## src/rtl/avl_cpu_bridge.sv

```systemverilog
// Narrow CPU port to wide Avalon-MM bridge, one transaction in flight; optional LINE_CACHE_EN read line buffer.
// Latency req->ready: write 2, read 3 (immediate data), be==0 write / buffer hit 2; timeout after TIMEOUT busy cycles.
// Backpressure: command held while avl_wait is high; cpu_req is only sampled in IDLE.
module avl_cpu_bridge #(
  parameter int ADDR_W     = 26,
  parameter int AVL_W      = 128,
  parameter int CPU_W      = 32,
  parameter int CPU_ADDR_W = 32,
  parameter int TIMEOUT    = 1023
) (
  input  logic                  iCLK,
  input  logic                  iRST_n,
  input  logic                  cpu_req,
  input  logic                  cpu_we,
  input  logic [CPU_ADDR_W-1:0] cpu_addr,
  input  logic [CPU_W/8-1:0]    cpu_be,
  input  logic [CPU_W-1:0]      cpu_wdata,
  output logic [CPU_W-1:0]      cpu_rdata,
  output logic                  cpu_ready,
  output logic                  cpu_err,
  output logic [ADDR_W-1:0]     avl_address,
  output logic                  avl_read,
  output logic                  avl_write,
  output logic [AVL_W-1:0]      avl_writedata,
  output logic [AVL_W/8-1:0]    avl_byteenable,
  input  logic                  avl_wait,
  input  logic [AVL_W-1:0]      avl_readdata,
  input  logic                  avl_readdatavalid
);

  localparam int BPC = CPU_W / 8;
  localparam int NL  = AVL_W / CPU_W;
  localparam int LW  = (NL > 1) ? $clog2(NL) : 1;
  localparam int LSB = $clog2(AVL_W / 8);
  localparam int CB  = $clog2(BPC);
  localparam int TW  = (TIMEOUT > 1) ? $clog2(TIMEOUT + 1) : 1;
  localparam logic [TW-1:0] TMO_MAX = TW'(TIMEOUT);

  typedef enum logic [2:0] {IDLE, WR_CMD, RD_CMD, RD_WAIT, DONE} state_t;

  state_t            state;
  logic [TW-1:0]     tmo_cnt;
  logic [LW-1:0]     lane_q;
  logic              stale;

  logic [LW-1:0]     req_lane;
  logic [ADDR_W-1:0] req_word;
  logic [AVL_W/8-1:0] req_be;
  logic [AVL_W-1:0]  req_wdat;
  logic              beat;
  logic              tmo_hit;
  logic              busy;
  logic              acc;
  logic              fill;
  logic              line_hit;
  logic [AVL_W-1:0]  hit_dat;
  logic              unused_addr;

  function automatic logic [CPU_W-1:0] lane_pick(input logic [AVL_W-1:0] d, input logic [LW-1:0] l);
    lane_pick = '0;
    for (int i = 0; i < NL; i++)
      if (l == LW'(i)) lane_pick = d[i*CPU_W +: CPU_W];
  endfunction

  assign req_lane    = (NL > 1) ? cpu_addr[CB +: LW] : '0;
  assign req_word    = cpu_addr[LSB +: ADDR_W];
  assign req_wdat    = {NL{cpu_wdata}};
  assign unused_addr = ^cpu_addr;

  always_comb begin
    req_be = '0;
    for (int i = 0; i < NL; i++)
      if (req_lane == LW'(i)) req_be[i*BPC +: BPC] = cpu_be;
  end

  // A beat arriving while stale belongs to a timed-out read and is dropped.
  assign beat    = avl_readdatavalid & ~stale;
  assign tmo_hit = (TIMEOUT != 0) && (tmo_cnt == TMO_MAX);
  assign busy    = (state == WR_CMD) || (state == RD_CMD) || (state == RD_WAIT);
  assign acc     = (state == IDLE) && cpu_req;
  assign fill    = beat && !tmo_hit && (((state == RD_CMD) && !avl_wait) || (state == RD_WAIT));

`ifdef LINE_CACHE_EN
  logic              line_vld;
  logic [ADDR_W-1:0] line_tag;
  logic [AVL_W-1:0]  line_dat;
  logic [AVL_W-1:0]  line_mrg;

  assign line_hit = line_vld && (line_tag == req_word);
  assign hit_dat  = line_dat;

  always_comb begin
    line_mrg = line_dat;
    for (int b = 0; b < AVL_W/8; b++)
      if (req_be[b]) line_mrg[b*8 +: 8] = req_wdat[b*8 +: 8];
  end

  always_ff @(posedge iCLK or negedge iRST_n) begin
    if (!iRST_n) begin
      line_vld <= 1'b0;
      line_tag <= '0;
      line_dat <= '0;
    end else if (busy && tmo_hit) begin
      line_vld <= 1'b0;
    end else if (fill) begin
      line_vld <= 1'b1;
      line_tag <= avl_address;
      line_dat <= avl_readdata;
    end else if (acc && cpu_we && line_hit) begin
      line_dat <= line_mrg;
    end
  end
`else
  assign line_hit = 1'b0;
  assign hit_dat  = '0;
`endif

  always_ff @(posedge iCLK or negedge iRST_n) begin
    if (!iRST_n) begin
      state          <= IDLE;
      tmo_cnt        <= '0;
      lane_q         <= '0;
      stale          <= 1'b0;
      cpu_rdata      <= '0;
      cpu_ready      <= 1'b0;
      cpu_err        <= 1'b0;
      avl_address    <= '0;
      avl_read       <= 1'b0;
      avl_write      <= 1'b0;
      avl_writedata  <= '0;
      avl_byteenable <= '0;
    end else begin
      cpu_ready <= 1'b0;
      cpu_err   <= 1'b0;
      if (avl_readdatavalid && stale) stale <= 1'b0;

      if (busy && tmo_hit) begin
        avl_read  <= 1'b0;
        avl_write <= 1'b0;
        cpu_rdata <= '0;
        cpu_ready <= 1'b1;
        cpu_err   <= 1'b1;
        state     <= IDLE;
        // Command was taken in RD_WAIT, so a beat is still owed unless it lands now.
        if (state == RD_WAIT) stale <= ~beat;
      end else begin
        if (busy) tmo_cnt <= tmo_cnt + 1'b1;
        case (state)
          IDLE: if (cpu_req) begin
            tmo_cnt       <= '0;
            lane_q        <= req_lane;
            avl_address   <= req_word;
            avl_writedata <= req_wdat;
            if (cpu_we) begin
              avl_byteenable <= req_be;
              if (|cpu_be) begin
                avl_write <= 1'b1;
                state     <= WR_CMD;
              end else begin
                state <= DONE;
              end
            end else if (line_hit) begin
              cpu_rdata <= lane_pick(hit_dat, req_lane);
              state     <= DONE;
            end else begin
              avl_byteenable <= '1;
              avl_read       <= 1'b1;
              state          <= RD_CMD;
            end
          end
          WR_CMD: if (!avl_wait) begin
            avl_write <= 1'b0;
            cpu_ready <= 1'b1;
            state     <= DONE;
          end
          RD_CMD: if (!avl_wait) begin
            avl_read <= 1'b0;
            if (beat) begin
              cpu_rdata <= lane_pick(avl_readdata, lane_q);
              cpu_ready <= 1'b1;
              state     <= DONE;
            end else begin
              state <= RD_WAIT;
            end
          end
          RD_WAIT: if (beat) begin
            cpu_rdata <= lane_pick(avl_readdata, lane_q);
            cpu_ready <= 1'b1;
            state     <= DONE;
          end
          // Paths that skip Avalon arrive with ready low and spend one cycle raising it.
          DONE: begin
            if (!cpu_ready) cpu_ready <= 1'b1;
            else            state     <= IDLE;
          end
          default: state <= IDLE;
        endcase
      end
    end
  end

endmodule
```

## config.mk

```make
export PLATFORM = sky130hd
export DESIGN_NAME = avl_cpu_bridge
export DESIGN_NICKNAME = d
export VERILOG_FILES = /design/src/rtl/avl_cpu_bridge.sv
export SDC_FILE = /design/constraint.sdc
export NUM_CORES = 1
export LEC_CHECK = 0
export ABC_AREA = 1
export BUFFER_PORTS_ARGS = -buffer_cell sky130_fd_sc_hd__buf_2
export CELL_PAD_IN_SITES_DETAIL_PLACEMENT = 1
export CELL_PAD_IN_SITES_GLOBAL_PLACEMENT = 2
export CORE_MARGIN = 4
export CORE_UTILIZATION = 23
export DETAILED_ROUTE_END_ITERATION = 12
export PLACE_DENSITY_LB_ADDON = 0.1
export SYNTH_ARGS = -nofsm -noshare
export SYNTH_HDL_FRONTEND = slang
export SYNTH_SLANG_ARGS = --single-unit
```

## constraint.sdc

```tcl
create_clock -name iCLK -period 1.8 [get_ports iCLK]
set_input_delay 0.18 -clock iCLK [delete_from_list [all_inputs] [get_ports iCLK]]
set_output_delay 0.18 -clock iCLK [all_outputs]
set_load 0.02 [all_outputs]
```

# After elaboration in Yosys (flattened, before gate mapping)
# Cells that the tools add are included.
# word_totals
ff_bits,222
in_bits,202
out_inout_bits,206
word_cells,98
# classes
addsub,1
eq_ne,19
muxes,46
bitwise,4
reduce_logical,16
# op_table
op,n
32-bit 2-to-1 mux,7
32-bit case mux with 2 select lines,1
10-bit 2-to-1 mux,3
3-bit 2-to-1 mux,9
"3-bit by 2-bit inequality test with 1-bit output, second input constant",6
1-bit 2-to-1 mux,17
16-bit 2-to-1 mux,1
4-bit 2-to-1 mux,4
3-bit case mux with 5 select lines,1
"10-bit by 1-bit adder with 10-bit output, second input constant",1
"10-bit equality test, second input constant",1
5-bit AND reduction,2
3-bit nonzero test,3
"2-bit equality test, second input constant",4
"3-bit by 2-bit equality test with 1-bit output, second input constant",2
"2-bit by 1-bit equality test with 1-bit output, second input constant",2
2-bit logical NOT,2
1-bit case mux with 2 select lines,2
1-bit case mux with 4 select lines,1
4-bit AND reduction,1
4-bit OR reduction,1
"3-bit by 1-bit equality test with 1-bit output, second input constant",1
"3-bit equality test, second input constant",1
3-bit logical NOT,1
8 further kinds,12

# Depth between registers and ports, before layout
# Gate-level depths: netlist of run 1.
# depth
word_depth,9
ltp_mapped,10

# Least setup slack after synthesis of run 1
# Ideal clock, no wire load.
# synth_path
kind,flip-flop to flip-flop
from,register tmo_cnt[0]
to,register cpu_rdata[23]
arrival_ns,1.463
required_time_ns,1.677
setup_slack_ns,0.213
stages_incl_launch_ff,10
n_path_buf,1
period_less_slack_ns,1.587
path_cell_list,dfrtp_1 -> ha_1 -> nand2_1 -> nor2_1 -> nand4_2 -> nand2_2 -> nand2_4 -> buf_6 -> nand2_1 -> o21ai_2
# synth_via
elab_chain_len,4
# synth_rtl
item,line,rtl
from (decl),42,logic [TW-1:0] tmo_cnt;
from (signal assigned),147,if (busy) tmo_cnt <= tmo_cnt + 1'b1;
10-bit equality test (*),78,assign tmo_hit = (TIMEOUT != 0) && (tmo_cnt == TMO_MAX);
1-bit logical AND (*),137,if (busy && tmo_hit) begin
3-bit by 2-bit inequality test with 1-bit output (no source line) / 3-bit nonzero test (equally long branches),-,
2-bit AND reduction (no source line),-,
to (signal assigned),163,"cpu_rdata <= lane_pick(hit_dat, req_lane);"
to (signal assigned),179,"cpu_rdata <= lane_pick(avl_readdata, lane_q);"
to (signal assigned),187,"cpu_rdata <= lane_pick(avl_readdata, lane_q);"
to (decl),18,"output logic [CPU_W-1:0] cpu_rdata,"
# Mark *: on every way between the ends. The rest lies on a longest branch, timed or not.
# A chain may end at the register's enable or synchronous reset.

# Worst setup path after layout of run 1
# layout_path
from,register state[0]
to,register cpu_rdata[31]
# layout_via
elab_chain_len,6
# layout_rtl
item,line,rtl
from (decl),41,state_t state;
from (signal assigned),120,state <= IDLE;
from (signal assigned),143,state <= IDLE;
from (signal assigned),158,state <= WR_CMD;
3-bit by 1-bit equality test with 1-bit output / 3-bit by 2-bit equality test with 1-bit output (equally long branches),"79, 148",
1-bit logical OR (2 in series),79,assign busy = (state == WR_CMD) || (state == RD_CMD) || (state == RD_WAIT);
1-bit logical AND,137,
3-bit by 2-bit inequality test with 1-bit output (no source line) / 3-bit nonzero test (equally long branches),-,
2-bit AND reduction (no source line),-,
# Several ways; a longest one is shown, not always the timed one.

==> results of run 1 <==
-- how the worst min path moves through the flow --
stage          cells past startpoint   startpoint             end  slack (ps)
4_1_cts                            3  cpu_addr[2]       lane_q[0]          70
3_3_place_gp                       1       iRST_n    cpu_rdata[6]         130
6_report                           3  cpu_addr[3]       lane_q[1]          90
3_5_place_dp                       1       iRST_n    cpu_rdata[6]         130
5_1_grt                            3  cpu_addr[3]       lane_q[1]         100
2_1_floorplan                      0       iRST_n  avl_address[0]        -120
-- layer usage --
layer  global-route usage [%]  up-vias  share of wire, %
li1                         -     3665                 -
met1                     20.1     3421                41
met2                     28.4      279                49
met3                     5.64       28               8.6
met4                     4.61        8               1.2
met5                        0        -              0.19
-- critical path: cells and delay by family, from the launching register on --
kind,cells,cell delay (ps)
compound gates,1,50
simple gates,6,740
flops,1,380
buf+inv,2,330
-- logic make-up after synthesis --
logic type	after synthesis	share of synthesized area, %
adder cells (fa/ha/maj)	1	0.175
XOR/XNOR	1	0.122
flip-flops	126	44.0
buffers and inverters	183	15.7
AO/OA/AOI/OAI	157	13.7
AND/OR/NAND/NOR	457	26.3
-- state kept, by name, indices dropped and copies added (netlist names) --
signal	cells
tmo_cnt	10
avl_read	1
state	3
avl_address	26
stale	1
cpu_ready	1
lane_q	2
avl_write	1
avl_writedata	32
cpu_err	1
cpu_rdata	32
avl_byteenable	16
-- cells in the mapped netlist --
cell and n:
nand2_1 347, dfrtp_1 126, buf_4 98, o21ai_0 80, inv_1 41, nor2_1 39, nand3_1 33, o21ai_2 32
clkbuf_1 19, a21oi_1 18, o211ai_1 18, buf_2 17, nor3_1 16, nand4_1 7, buf_6 6, nor2_2 6
a31oi_1 4, inv_2 2, nand2_2 2, a21oi_2 1, a22oi_1 1, ha_1 1, nand2_4 1, nand3_4 1
nand3b_1 1, nand4_2 1, nand4_4 1, nor2_8 1, o21ai_4 1, o221ai_1 1, o22ai_1 1, or2_2 1
xor2_1 1
-- through the flow --
stage	area (um2)	instances	hold WS (ps)	setup WS (ps)	total power, uW
2_1_floorplan	7160	925	-116	213	12900
4_1_cts	10400	1711	71.6	29.5	20000
6_report	10500	1723	89.9	163	19700
5_1_grt	10500	1721	96.8	20.7	21300
3_5_place_dp	9140	1619	133	47.8	16000
3_3_place_gp	9140	1619	133	86.4	15900
-- placed cells by master, fill, tap and decap left out, drive strengths merged, types with 16 or more instances in the layout --
master	netlist	layout
o211ai	18	18
a21oi	19	19
buf	121	442
nor2	46	46
nand3	34	34
o21ai	113	113
dfrtp	126	126
clkbuf	19	20
inv	43	46
nor3	16	16
nand2	350	350
dlygate4sd3	0	60
-- power groups by stage --
stage / Clock, uW / Combinational (uW) / Sequential, uW
after floorplan: 0 / 6480 / 6400
after global placement: 0 / 10900 / 4970
after detailed placement: 0 / 11000 / 5020
after CTS: 3950 / 11100 / 4990
after global routing: 4070 / 12100 / 5170
final: 3800 / 11000 / 4970
-- layout make-up --
| class | instances | area share, % |
|---|---|---|
| sequential | 126 | 30.0 |
| inverter | 43 | 1.57 |
| antenna | 6 | 0.143 |
| timing repair buffer | 504 | 29.7 |
| clock inverter | 14 | 1.98 |
| multi-input combinational | 616 | 27.7 |
| tap | 396 | 4.72 |
| clock buffer | 18 | 4.09 |
-- timing repair --
action / in CTS / in global routing
hold buffers: 60 / 0
gates resized for setup: 0 / 5
endpoints found under the hold margin: 95 / 0
buffers inserted: 0 / 4
endpoints found under the setup margin: 0 / 47
==> metrics, run 1 <==
outcome completed; sequential share of power 25.2%; H-tree depth 4; final core utilization 34.2%; Seq/Total Area, Yosys 44.0%; area grow syn2layout 46.6%; die area 34000 um2; Internal 10100 uW; VDD IR max 644 uV; Critical Path End cpu_rdata[31]; die height 184 um; grt ovf 0; RD Place Congestion 0.812; Max clock buf depth 2; CTS tree yes; r2r worst-path depth 9; initial antenna violation count 10; final net count 1511; area of the multi-input gates 2910 um2; first-pass GRT wire length 44200 um; setup_tns 0 ps; Synth area leader dfrtp_1; crit path kind reg2reg; Root Buffer clkbuf_16; post-synth net total 1128; vias per cell 4.30; Final ANT Viol Nets 0; Clock transition at path regs 70 ps; CORE AREA 30700 um2; max_cap viols 0; largest net degree at the start of global routing 83; P_sw 9620 uW; post-synth cell types 33; initial core utilization 23.3%; clock period minus final worst setup slack 1640 ps; crit-path max cell delay 380 ps; Cell Rows 64; Worst slew margin 70.0%; clk_lat worst skew 420 ps; Global Route Usage Sum 16.7%; vias in the first global route 7726; Gate power share 55.6%; Iter 0 DRT Violations 220; CTS sink cnt 126; ordered list of cells on the worst path buf_4 > nand2_1 > nor3_1 > nor2_1 > nand2_2 > nand2_8 > buf_12 > nand2_1 > o21ai_2; DRC violations left 0; synth top area cells dfrtp_1, nand2_1, buf_4; RSZ-0062 raised after global routing no; top-area cell type share of the netlist area 44.0%; Worst Setup End Kind flop; Hold Violations, Final 0; Final Skew 11.7 ps; final worst path period share 90.9%; # fillers 3818; leakage 0.00574 uW; final wirelength 29600 um; slew at the pin closest to its max-slew limit 450 ps; CP dominant cell by count nand2_1; DRT Pass-1 Iters 4; Reg area 3150 um2; vias 7401; switching part of the total 48.7%; Port Buffers 403; flop2flop setup slack 160 ps; synthesized cell area 7160 um2; cells after synthesis 925; Hold Crit Class in2reg; CP required 2100 ps; reg2reg start state[0]; I/O Pins 408; Worst R2R End cpu_rdata[31]; # setup viols final 0; CP Data Arrival Time 1930 ps; Max Slew Vio Count 0; Pwr Density 1880 nW/um2; layout cell share with drive strength beyond 1 39.9%; CP startpoint kind flop; FMAX 0.611 GHz; WL/cell 17.2 um; Post-DP HPWL 22300 um; synthesis-stage register bit count 126; cts bufs inserted 17; Syn Area/Cell 7.74 um2; CP max FO 17; yosys warns 0; Clock Power Share 19.3%; Setup crit start state[0]; Crit-path slowest cell dfrtp_1; Die Wd 184 um
Power figures use the tool's default switching activity.
==> run 2, diff against run 1 <==
--- a/config.mk
+++ b/config.mk
@@ -10,9 +10,10 @@
 export CELL_PAD_IN_SITES_DETAIL_PLACEMENT = 1
 export CELL_PAD_IN_SITES_GLOBAL_PLACEMENT = 2
 export CORE_MARGIN = 4
-export CORE_UTILIZATION = 23
+export CORE_UTILIZATION = 21
 export DETAILED_ROUTE_END_ITERATION = 12
-export PLACE_DENSITY_LB_ADDON = 0.1
+export MAX_ROUTING_LAYER = met4
+export PLACE_DENSITY = 0.89
 export SYNTH_ARGS = -nofsm -noshare
 export SYNTH_HDL_FRONTEND = slang
 export SYNTH_SLANG_ARGS = --single-unit
==> constraint.sdc (replaced) <==
create_clock -name iCLK -period 1.4 [get_ports iCLK]
set_input_delay 0.14 -clock iCLK [delete_from_list [all_inputs] [get_ports iCLK]]
set_output_delay 0.14 -clock iCLK [all_outputs]
set_load 0.02 [all_outputs]
==> run 2 against run 1 <==
Effect of this change:
- the run now ends with setup timing left
- largest cell class is now non-clock buffers
- combinational power grew 63%
- first-iteration DRC count decreased by 14%
- sequential power is 40% higher
- highest routed layer is now met4
==> metrics, run 2 (synthesized netlist as in run 1, its figures left out) <==
WL/cell 19.1 um (+11%); sequential share of power 23.2% (-2.0 points); Worst slew margin 73.2% (+3.2 points); flop2flop setup slack -290 ps (-450 ps); Pwr Density 2420 nW/um2 (+28%); CTS tree yes; Hold Crit Endpoint cpu_rdata[14]; final core utilization 36.9% (+2.7 points); switching part of the total 48.1% (-0.59 points); RD Place Congestion 0.881 (+8.5%); CP Data Arrival Time 2000 ps (+70 ps); P_sw 14400 uW (+50%); Hold Crit Class in2reg; failing checks setup timing; final net count 1577 (+4.4%); CP required 1710 ps (-390 ps); Gate power share 59.8% (+4.2 points); ordered list of cells on the worst path nor2_4 > buf_6 > nand2_4 > nor2_4 > buf_12 > buf_12 > clkinv_16 > buf_16 > nand2_2 > nand2_1; I/O Pins 408 (unchanged); Post-DP HPWL 22300 um (about the same); initial core utilization 21.3% (-2.0 points); final worst path period share 121% (+30 points); final setup margin -287 ps (-451 ps); Max clock buf depth 2 (unchanged); r2r worst-path depth 10 (+1); clock period minus final worst setup slack 1690 ps (+50.6 ps); WHS Path Cells 3 (unchanged); H-tree depth 4 (unchanged); reg2reg start state[0]; FMAX 0.593 GHz (-3.0%); first-pass GRT wire length 47800 um (+8.2%); Clock Power Share 17.0% (-2.3 points); Final ANT Viol Nets 0 (unchanged); crit path kind reg2reg; final wirelength 35000 um (+18%); outcome finished, violations left; # setup viols final 123 (+123); CP max FO 7 (-10); DRT Pass-1 Iters 4 (unchanged); Final Skew 14.5 ps (+2.76 ps); most frequent cells in the layout buf_2, nand2_1, nand2_2; Worst Setup End Kind flop; worst hold start avl_readdata[110]; CP startpoint kind flop; Global Route Usage Sum 17.3% (+0.59 points); commonest non-fill, non-tap cell in the layout buf_2; # fillers 4079 (+6.8%); Crit-path slowest cell dfrtp_2; vias 8065 (+9.0%); crit-path max cell delay 460 ps (+80 ps); DRC violations left 0 (unchanged); max_cap viols 0 (unchanged); vias in the first global route 8459 (+9.5%); setup_tns -24850 ps (-24850 ps); VDD IR max 1020 uV (+59%); Worst R2R End avl_writedata[124]; CORE AREA 33600 um2 (+9.6%); Internal 15600 uW (+54%); initial antenna violation count 2 (-8); Pwr Total 30000 uW (+52%); RSZ-0062 raised after global routing yes; Clock transition at path regs 60 ps (about the same); CTS sink cnt 126 (unchanged); vias per cell 4.39 (+2.2%); Iter 0 DRT Violations 189 (-14%); die area 37100 um2 (+9.1%); largest net degree at the start of global routing 40 (-52%); Port Buffers 403 (unchanged); leakage 0.00660 uW (+15%); area grow syn2layout 73.3%; grt ovf 0 (unchanged); die height 193 um (+4.5%); worst hold margin 52.5 ps (-37.5 ps); Hold Violations, Final 0 (unchanged); area of the multi-input gates 3710 um2 (+27%); Max Slew Vio Count 0 (unchanged); Reg area 3160 um2 (+0.12%); Root Buffer clkbuf_16; cts bufs inserted 17 (unchanged); layout cell share with drive strength beyond 1 56.9% (+17 points); clk_lat worst skew 430 ps (about the same); largest registers avl_writedata x32, cpu_rdata x32, avl_address x26; slew at the pin closest to its max-slew limit 397 ps (-52.6 ps); Die Wd 193 um (+4.5%); Cell Rows 67 (+4.7%)
## run 2: changes by cell type in the layout (fill, tap and decap cells not counted), sizes merged
| cell | change |
|---|---|
| clkinvlp | -2 |
| diode | -4 |
| buf | +59 |
| clkbuf | +8 |
| bufinv | +1 |
## run 2: power by group through the flow
| stage | Clock, uW | Sequential, uW | Combinational, uW |
|---|---|---|---|
| 2_1_floorplan | 0 | 8230 | 8340 |
| 3_3_place_gp | 0 | 6530 | 14100 |
| 3_5_place_dp | 0 | 6610 | 14300 |
| 4_1_cts | 5210 | 6790 | 16500 |
| 5_1_grt | 5400 | 7190 | 19400 |
| 6_report | 5100 | 6960 | 17900 |
## run 2: cell type report
cell class	count	area share, %
Antenna cell	2	0.0404
Clock inverter	12	1.66
Clock buffer	20	3.68
Timing Repair inverter	1	0.242
Tap cell	448	4.52
Timing Repair Buffer	569	33.1
Inverter	43	1.43
Multi-Input combinational cell	616	29.9
Sequential cell	126	25.5
## run 2: worst max-delay path: cells and delay by family (launching register included)
family                 cells  cell delay, ps
buffers and inverters      5             620
AND/OR/NAND/NOR            5             490
flip-flops                 1             460
## run 2: repair_timing
action	CTS	global route
hold buffers	60	0
endpoints found under the hold margin	125	0
setup buffers	9	6
setup endpoints to repair	120	124
pin swaps	9	55
gates cloned	14	10
gates resized for setup	145	166
## run 2: per-stage QoR
step	setup WS, ps	area, um2	std cells
final	-287	12400	1837
after global routing	-389	12400	1837
after CTS	-204	11600	1819
after detailed placement	-290	9480	1704
after global placement	-242	9480	1704
after floorplan	-147	7170	925
## run 2: worst max path at each step
stage,from,to,depth (start not counted)
after floorplan,tmo_cnt[0],cpu_rdata[23],9
after global placement,tmo_cnt[0],state[2],10
after detailed placement,tmo_cnt[0],state[2],10
after CTS,state[0],avl_writedata[103],10
after global routing,tmo_cnt[0],avl_read,9
final,state[0],avl_writedata[124],10
## run 2: per-layer routing
layer  track usage, %  vias up  part of all wire (%)
li1                 -     3803                     -
met1             19.8     3835                    38
met2             30.2      363                    52
met3             3.58       64                   7.2
met4             5.57        0                   2.9
met5                -        -                     0
